--- config.mk ---
export PLATFORM = sky130hd
export DESIGN_NAME = csr_access_ctrl_flat
export DESIGN_NICKNAME = d
export VERILOG_FILES = /design/src/rtl/csr_access_ctrl_if.sv /design/src/rtl/csr_access_ctrl.sv /design/src/flat_wrapper.sv
export SDC_FILE = /design/constraint.sdc
export NUM_CORES = 1
export LEC_CHECK = 0
export CAP_MARGIN = 20
export CORE_UTILIZATION = 46
export DETAILED_ROUTE_END_ITERATION = 10
export GPL_ROUTABILITY_DRIVEN = 0
export GPL_TIMING_DRIVEN = 1
export PLACE_DENSITY = 0.8
export SLEW_MARGIN = 20
export SYNTH_ARGS = -nofsm -noshare
export SYNTH_HDL_FRONTEND = slang
export SYNTH_SLANG_ARGS = --single-unit
--- constraint.sdc ---
create_clock -name clk -period 2.4 [get_ports clk]
set_input_delay 0.24 -clock clk [delete_from_list [all_inputs] [get_ports clk]]
set_output_delay 0.24 -clock clk [all_outputs]
set_load 0.005 [all_outputs]
--- src/rtl/csr_access_ctrl_if.sv ---
// CSR access controller bus bundle: WBU request/response, trap request,
// CSR file read/write ports and the IFU redirect channel.
// master = surrounding pipeline / CSR file side, slave = csr_access_ctrl.
interface csr_access_ctrl_if;
    localparam int unsigned ADDR_W = 12;
    localparam int unsigned DATA_W = 32;
    localparam int unsigned OP_W   = 2;

    // WBU CSR instruction channel
    logic              wb_valid;
    logic              wb_ready;
    logic [ADDR_W-1:0] wb_addr;
    logic [OP_W-1:0]   wb_op;
    logic [DATA_W-1:0] wb_src;
    logic              wb_done;
    logic [DATA_W-1:0] wb_rd_data;

    // trap unit channel
    logic              trap_valid;
    logic              trap_ready;
    logic              trap_kind;
    logic [DATA_W-1:0] trap_pc;

    // CSR file ports
    logic [ADDR_W-1:0] csr_raddr;
    logic [DATA_W-1:0] csr_rdata;
    logic [ADDR_W-1:0] csr_waddr;
    logic [DATA_W-1:0] csr_wdata;
    logic              csr_wen;

    // IFU redirect channel
    logic              redirect_valid;
    logic [DATA_W-1:0] redirect_pc;
    logic              redirect_ready;

    modport master (
        output wb_valid, wb_addr, wb_op, wb_src,
        output trap_valid, trap_kind, trap_pc,
        output csr_rdata, redirect_ready,
        input  wb_ready, wb_done, wb_rd_data, trap_ready,
        input  csr_raddr, csr_waddr, csr_wdata, csr_wen,
        input  redirect_valid, redirect_pc
    );

    modport slave (
        input  wb_valid, wb_addr, wb_op, wb_src,
        input  trap_valid, trap_kind, trap_pc,
        input  csr_rdata, redirect_ready,
        output wb_ready, wb_done, wb_rd_data, trap_ready,
        output csr_raddr, csr_waddr, csr_wdata, csr_wen,
        output redirect_valid, redirect_pc
    );
endinterface

--- src/rtl/csr_access_ctrl.sv ---
// csr_access_ctrl: sequences all machine-mode CSR file accesses, arbitrating
// between WBU read-modify-write instructions and trap-unit ecall/mret
// requests, and issues the PC redirect after a trap or return.
// Optional build macro: CSR_MSTATUS_UPDATE_EN adds the mstatus
// MIE/MPIE/MPP update (MS_RD/MS_WR) to the ecall and mret sequences.
module csr_access_ctrl #(
    parameter bit          TRAP_PRIO   = 1'b1,
    parameter logic [31:0] CAUSE_ECALL = 32'h0000000b
) (
    input  logic                clk,
    input  logic                rst,
    csr_access_ctrl_if.slave    bus,
    output logic                busy
);
    localparam int unsigned ADDR_W = 12;
    localparam int unsigned DATA_W = 32;
    localparam int unsigned OP_W   = 2;

    localparam logic [OP_W-1:0] OP_RO = 2'b00;
    localparam logic [OP_W-1:0] OP_RW = 2'b01;
    localparam logic [OP_W-1:0] OP_RS = 2'b10;
    localparam logic [OP_W-1:0] OP_RC = 2'b11;

    localparam logic [ADDR_W-1:0] ADDR_MSTATUS   = 12'h300;
    localparam logic [ADDR_W-1:0] ADDR_MTVEC     = 12'h305;
    localparam logic [ADDR_W-1:0] ADDR_MEPC      = 12'h341;
    localparam logic [ADDR_W-1:0] ADDR_MCAUSE    = 12'h342;
    localparam logic [ADDR_W-1:0] ADDR_MVENDORID = 12'hF11;
    localparam logic [ADDR_W-1:0] ADDR_MARCHID   = 12'hF12;

    localparam logic [DATA_W-1:0] VEC_MASK = 32'hFFFF_FFFC;

    typedef enum logic [3:0] {
        IDLE,
        RD,
        WR,
        TR_EPC,
        TR_CAUSE,
        TR_VEC,
        REDIR,
        MS_RD,
        MS_WR
    } state_t;

    state_t            state;

    // saved request
    logic [ADDR_W-1:0] s_addr;
    logic [OP_W-1:0]   s_op;
    logic [DATA_W-1:0] s_src;
    logic              s_kind;

    // registered outputs
    logic [ADDR_W-1:0] csr_raddr_q;
    logic [ADDR_W-1:0] csr_waddr_q;
    logic [DATA_W-1:0] csr_wdata_q;
    logic              csr_wen_q;
    logic              wb_done_q;
    logic [DATA_W-1:0] wb_rd_data_q;
    logic              redirect_valid_q;
    logic [DATA_W-1:0] redirect_pc_q;

    logic              idle_c;
    logic              wb_acc_c;
    logic              tr_acc_c;
    logic [DATA_W-1:0] rmw_c;
    logic              rmw_wen_c;

    // Ready is only offered in IDLE; the priority rule keeps the two
    // handshakes mutually exclusive.
    assign idle_c         = rst && (state == IDLE);
    assign bus.wb_ready   = idle_c && !(TRAP_PRIO && bus.trap_valid);
    assign bus.trap_ready = idle_c && !(!TRAP_PRIO && bus.wb_valid);
    assign wb_acc_c       = bus.wb_valid && bus.wb_ready;
    assign tr_acc_c       = bus.trap_valid && bus.trap_ready;

    assign bus.csr_raddr      = csr_raddr_q;
    assign bus.csr_waddr      = csr_waddr_q;
    assign bus.csr_wdata      = csr_wdata_q;
    assign bus.csr_wen        = csr_wen_q;
    assign bus.wb_done        = wb_done_q;
    assign bus.wb_rd_data     = wb_rd_data_q;
    assign bus.redirect_valid = redirect_valid_q;
    assign bus.redirect_pc    = redirect_pc_q;

    // New CSR value and write qualification for the WBU read-modify-write.
    always_comb begin
        rmw_c     = bus.csr_rdata;
        rmw_wen_c = 1'b1;
        case (s_op)
            OP_RW:   rmw_c = s_src;
            OP_RS:   rmw_c = bus.csr_rdata | s_src;
            OP_RC:   rmw_c = bus.csr_rdata & ~s_src;
            default: rmw_c = bus.csr_rdata;
        endcase
        if (s_op == OP_RO)
            rmw_wen_c = 1'b0;
        if (s_op[1] && (s_src == '0))
            rmw_wen_c = 1'b0;
        if ((s_addr == ADDR_MVENDORID) || (s_addr == ADDR_MARCHID))
            rmw_wen_c = 1'b0;
    end

`ifdef CSR_MSTATUS_UPDATE_EN
    logic [DATA_W-1:0] ms_new_c;

    // mstatus interrupt-stack update: ecall pushes MIE, mret pops it.
    always_comb begin
        ms_new_c        = bus.csr_rdata;
        ms_new_c[12:11] = 2'b11;
        if (!s_kind) begin
            ms_new_c[7] = bus.csr_rdata[3];
            ms_new_c[3] = 1'b0;
        end else begin
            ms_new_c[3] = bus.csr_rdata[7];
            ms_new_c[7] = 1'b1;
        end
    end
`endif

    // Sequencer: state plus outputs registered for the state being entered.
    always_ff @(posedge clk or negedge rst) begin
        if (!rst) begin
            state            <= IDLE;
            busy             <= 1'b0;
            s_addr           <= '0;
            s_op             <= '0;
            s_src            <= '0;
            s_kind           <= 1'b0;
            csr_raddr_q      <= '0;
            csr_waddr_q      <= '0;
            csr_wdata_q      <= '0;
            csr_wen_q        <= 1'b0;
            wb_done_q        <= 1'b0;
            wb_rd_data_q     <= '0;
            redirect_valid_q <= 1'b0;
            redirect_pc_q    <= '0;
        end else begin
            csr_raddr_q  <= '0;
            csr_waddr_q  <= '0;
            csr_wdata_q  <= '0;
            csr_wen_q    <= 1'b0;
            wb_done_q    <= 1'b0;
            wb_rd_data_q <= '0;
            case (state)
                IDLE: begin
                    if (wb_acc_c) begin
                        s_addr      <= bus.wb_addr;
                        s_op        <= bus.wb_op;
                        s_src       <= bus.wb_src;
                        csr_raddr_q <= bus.wb_addr;
                        busy        <= 1'b1;
                        state       <= RD;
                    end else if (tr_acc_c) begin
                        s_kind <= bus.trap_kind;
                        busy   <= 1'b1;
                        if (!bus.trap_kind) begin
                            csr_wen_q   <= 1'b1;
                            csr_waddr_q <= ADDR_MEPC;
                            csr_wdata_q <= bus.trap_pc;
                            state       <= TR_EPC;
                        end else begin
`ifdef CSR_MSTATUS_UPDATE_EN
                            csr_raddr_q <= ADDR_MSTATUS;
                            state       <= MS_RD;
`else
                            csr_raddr_q <= ADDR_MEPC;
                            state       <= TR_VEC;
`endif
                        end
                    end
                end
                RD: begin
                    wb_rd_data_q <= bus.csr_rdata;
                    wb_done_q    <= 1'b1;
                    csr_waddr_q  <= s_addr;
                    csr_wdata_q  <= rmw_c;
                    csr_wen_q    <= rmw_wen_c;
                    state        <= WR;
                end
                WR: begin
                    busy  <= 1'b0;
                    state <= IDLE;
                end
                TR_EPC: begin
                    csr_wen_q   <= 1'b1;
                    csr_waddr_q <= ADDR_MCAUSE;
                    csr_wdata_q <= CAUSE_ECALL;
                    state       <= TR_CAUSE;
                end
                TR_CAUSE: begin
`ifdef CSR_MSTATUS_UPDATE_EN
                    csr_raddr_q <= ADDR_MSTATUS;
                    state       <= MS_RD;
`else
                    csr_raddr_q <= ADDR_MTVEC;
                    state       <= TR_VEC;
`endif
                end
`ifdef CSR_MSTATUS_UPDATE_EN
                MS_RD: begin
                    csr_wen_q   <= 1'b1;
                    csr_waddr_q <= ADDR_MSTATUS;
                    csr_wdata_q <= ms_new_c;
                    state       <= MS_WR;
                end
                MS_WR: begin
                    csr_raddr_q <= s_kind ? ADDR_MEPC : ADDR_MTVEC;
                    state       <= TR_VEC;
                end
`endif
                TR_VEC: begin
                    redirect_valid_q <= 1'b1;
                    redirect_pc_q    <= s_kind ? bus.csr_rdata
                                               : (bus.csr_rdata & VEC_MASK);
                    state            <= REDIR;
                end
                REDIR: begin
                    if (bus.redirect_ready) begin
                        redirect_valid_q <= 1'b0;
                        redirect_pc_q    <= '0;
                        busy             <= 1'b0;
                        state            <= IDLE;
                    end
                end
                default: begin
                    busy  <= 1'b0;
                    state <= IDLE;
                end
            endcase
        end
    end
endmodule

--- src/flat_wrapper.sv ---
// flat-port wrapper written by rule: the top's interface ports become plain ports
module csr_access_ctrl_flat 
#(
    parameter bit          TRAP_PRIO   = 1'b1,
    parameter logic [31:0] CAUSE_ECALL = 32'h0000000b
)
  (clk, rst, busy, bus_wb_valid, bus_wb_addr, bus_wb_op, bus_wb_src, bus_trap_valid, bus_trap_kind, bus_trap_pc, bus_csr_rdata, bus_redirect_ready, bus_wb_ready, bus_wb_done, bus_wb_rd_data, bus_trap_ready, bus_csr_raddr, bus_csr_waddr, bus_csr_wdata, bus_csr_wen, bus_redirect_valid, bus_redirect_pc);
  csr_access_ctrl_if bus_i ();
  input  logic clk;
  input  logic rst;
  output logic busy;
  input wire logic [$bits(bus_i.wb_valid)-1:0] bus_wb_valid;
  input wire logic [$bits(bus_i.wb_addr)-1:0] bus_wb_addr;
  input wire logic [$bits(bus_i.wb_op)-1:0] bus_wb_op;
  input wire logic [$bits(bus_i.wb_src)-1:0] bus_wb_src;
  input wire logic [$bits(bus_i.trap_valid)-1:0] bus_trap_valid;
  input wire logic [$bits(bus_i.trap_kind)-1:0] bus_trap_kind;
  input wire logic [$bits(bus_i.trap_pc)-1:0] bus_trap_pc;
  input wire logic [$bits(bus_i.csr_rdata)-1:0] bus_csr_rdata;
  input wire logic [$bits(bus_i.redirect_ready)-1:0] bus_redirect_ready;
  output wire logic [$bits(bus_i.wb_ready)-1:0] bus_wb_ready;
  output wire logic [$bits(bus_i.wb_done)-1:0] bus_wb_done;
  output wire logic [$bits(bus_i.wb_rd_data)-1:0] bus_wb_rd_data;
  output wire logic [$bits(bus_i.trap_ready)-1:0] bus_trap_ready;
  output wire logic [$bits(bus_i.csr_raddr)-1:0] bus_csr_raddr;
  output wire logic [$bits(bus_i.csr_waddr)-1:0] bus_csr_waddr;
  output wire logic [$bits(bus_i.csr_wdata)-1:0] bus_csr_wdata;
  output wire logic [$bits(bus_i.csr_wen)-1:0] bus_csr_wen;
  output wire logic [$bits(bus_i.redirect_valid)-1:0] bus_redirect_valid;
  output wire logic [$bits(bus_i.redirect_pc)-1:0] bus_redirect_pc;
  assign bus_i.wb_valid = bus_wb_valid;
  assign bus_i.wb_addr = bus_wb_addr;
  assign bus_i.wb_op = bus_wb_op;
  assign bus_i.wb_src = bus_wb_src;
  assign bus_i.trap_valid = bus_trap_valid;
  assign bus_i.trap_kind = bus_trap_kind;
  assign bus_i.trap_pc = bus_trap_pc;
  assign bus_i.csr_rdata = bus_csr_rdata;
  assign bus_i.redirect_ready = bus_redirect_ready;
  assign bus_wb_ready = bus_i.wb_ready;
  assign bus_wb_done = bus_i.wb_done;
  assign bus_wb_rd_data = bus_i.wb_rd_data;
  assign bus_trap_ready = bus_i.trap_ready;
  assign bus_csr_raddr = bus_i.csr_raddr;
  assign bus_csr_waddr = bus_i.csr_waddr;
  assign bus_csr_wdata = bus_i.csr_wdata;
  assign bus_csr_wen = bus_i.csr_wen;
  assign bus_redirect_valid = bus_i.redirect_valid;
  assign bus_redirect_pc = bus_i.redirect_pc;
  csr_access_ctrl #(.TRAP_PRIO(TRAP_PRIO), .CAUSE_ECALL(CAUSE_ECALL)) u_core (.clk(clk), .rst(rst), .bus(bus_i), .busy(busy));
endmodule
==> flow_summary.toml <==
[worst_setup_path]
cp.required_ns = 2.16
worstPathArrival_ns = 2.07
crit_type = "reg2out"
critPathLaunchType = "flip-flop"
cp_slowest_cell = "or4b_4"
end_kind = "primary output"
cpPeakStageDelay_ns = 0.60
crit_chain = "or4b_4 > inv_4 > clkdlybuf4s50_1"
crit_fanout = 11

[die]
rows = 45
dieHeight_um = 126.2
io_pins = 242
dieArea_um2 = 15920
die_w_um = 126.2
start_util = 0.4684
core-area_um2 = 15150

[synthesis]
synthTopCellsByCount = "188 x nand2_1, 174 x dfrtp_1, 92 x a21oi_1, 45 x o21ai_0, 40 x and2_1"
ys_seq_area_frac = 0.6138
postSynthCellCount = 721
synth_cell_types = 41
synthTopCellsByArea = "dfrtp_1 61%, nand2_1 9.9%, a21oi_1 6.5%"
syn_area_um2 = 7094
yosysMostFrequentCell = "nand2_1"
synth_flop_cell = "dfrtp_1"
syn_nets = 837
yosysTopAreaCell = "dfrtp_1"
synth_edf_count = 0
async_flop_share = 1.000
yosysWarnings = 0
yosysTopAreaCellShare = 0.6138
ys_seq_elements = 174
avgSynthCellArea_um2 = 9.840

[power_and_ir_drop]
p_leak_nw = 4.879
p_per_area_nw_per_um2 = 1172
power_mw = 12.10
max-vdd-ir-drop_mv = 0.6529

[min_path]
hold_class = "in2async"

[detailed_routing]
ant_nets = 0
via_count = 6184
drt-total-wl_um = 20840
drcViolationCount = 0
drtPass1Iterations = 5
drt_iter0_drc = 442
avgRoutedWirePerCell_um = 18.04
avgViaCountPerCell = 5.354

[sta]
rsz0062_at_grt = "no"
fin_skew_ns = 0.009732
finalHoldViolCount = 0
worst_slack_ns = 0.09355
fin_setup_tns_ns = 0
fin_crit_ns = 2.306
slew-limit-headroom = 0.3776
timing.final.crit_share = 0.9610
setup_viol = 0
fmax_ghz = 0.4336
worst_pin_slew_ns = 0.9336
finalMaxSlewViolations = 0
whs_ns = 0.03458

[cells_and_area]
fin_util = 0.6815
antenna_cells = 0
drive_gt1_frac = 0.05998
area_growth_pct = 45.50
fin_nets = 1070
layout.cells.non_filler = 1155
design_area_um2 = 10320

[cts]
cts_max_level = 4
worstSkewPairLatency_ns = 0.43
ctsHoldBuffers = 0
cts-root-buf = "clkbuf_16"
cts_setup_buffers = 0
cts_tree = "yes"
clockBufferDepth = 2
clock_sinks = 174
path_clk_slew_ns = 0.06
cts_made_buffers = 17

[grt]
grt_start_max_net_pins = 175
grt_usage = 0.2699
antenna_found_initial = 0
grt_pass1_vias = 5849
grt_pass1_wl_um = 32250
overflow = 0

[placement]
dp_hpwl_um = 14070
dpl-instance-area_um2 = 9757
dp.cells = 1123
dpl_worst_slack_ns = 0.4794
port_buffers = 241

[run]
maxCapViolations = 0

[outcome]
outcome = "completed"
## worst paths after layout
kind / start / end / slack [ns] / depth (start not counted)
hold / removal: rst / u_core.s_src[13] / 0.03 / 2
min in group clk: rst / u_core.bus.csr_raddr[6] / 0.32 / 3
max in group asynchronous: rst / u_core.bus.csr_wdata[25] / 1.67 / 2
hold reg to reg: u_core.bus.redirect_pc[26] / u_core.bus.redirect_pc[26] / 0.50 / 1
setup reg to reg: u_core.state[2] / u_core.s_addr[1] / 0.57 / 5
setup / recovery: u_core.state[2] / bus_trap_ready / 0.09 / 3
## logic make-up after synthesis
logic type,Yosys count,synth area share
buffers and inverters,51,0.03192
and+or+nand+nor,302,0.1907
xor gates and xnor gates,4,0.004939
AOI/OAI and AO/OA,190,0.1587
DFF,174,0.6138
## cells in the final DEF (no fill, tap or decap), drive strengths merged, types with 7 or more instances in the layout
cell           count
a21o              11
a21oi             92
a22o              31
and2              40
and3               9
buf               19
clkbuf            21
clkdlybuf4s50    240
dfrtp            174
nand2            188
nor2              34
nor4               7
o21ai             46
## cell type report
cell class	instances	area, um^2
well taps	188	235.2
repair buffers	260	2621
multi-input cells	496	2526
fillers	1138	4823
clock buffers	20	446.7
flip-flops and latches	174	4355
clock inverters	12	116.4
inverters	5	21.27
## state kept, by name (all words and copies together) (netlist names), 3 cells and up
register                flops
u_core.bus.csr_wdata       32
u_core.bus.redirect_pc     32
u_core.bus.wb_rd_data      32
u_core.s_src               32
u_core.bus.csr_raddr       12
u_core.bus.csr_waddr       12
u_core.s_addr              12
u_core.state                3
## power breakdown
part | leakage (nW) | total (mW) | switching [mW] | internal, mW
registers | 2.28 | 4.84 | 0.809 | 4.03
clock network | 0.258 | 2.63 | 1.17 | 1.46
logic | 2.34 | 4.63 | 2.16 | 2.48
total | 4.88 | 12.1 | 4.14 | 7.96
## routing by layer
| metal | part of all wire | routed length (um) | global-route usage |
|---|---|---|---|
| met1 | 0.42 | 8728 | 0.3441 |
| met5 | 0 | 0 | 0 |
| met4 | 0.021 | 447 | 0.09922 |
| met3 | 0.071 | 1489 | 0.07264 |
| met2 | 0.49 | 10170 | 0.4426 |
## critical path: cells and delay by family, from the launching register on
family,cells,cell delay (ns)
buffers and inverters,2,0.66
DFF,1,0.38
and+or+nand+nor,1,0.60
## what timing repair did
| action | 4_1_cts | 5_1_grt |
|---|---|---|
| setup endpoints to repair | 0 | 1 |
| resized for setup | 0 | 1 |
| hold endpoints to repair | 0 | 0 |
(Power assumes the default switching activity.)
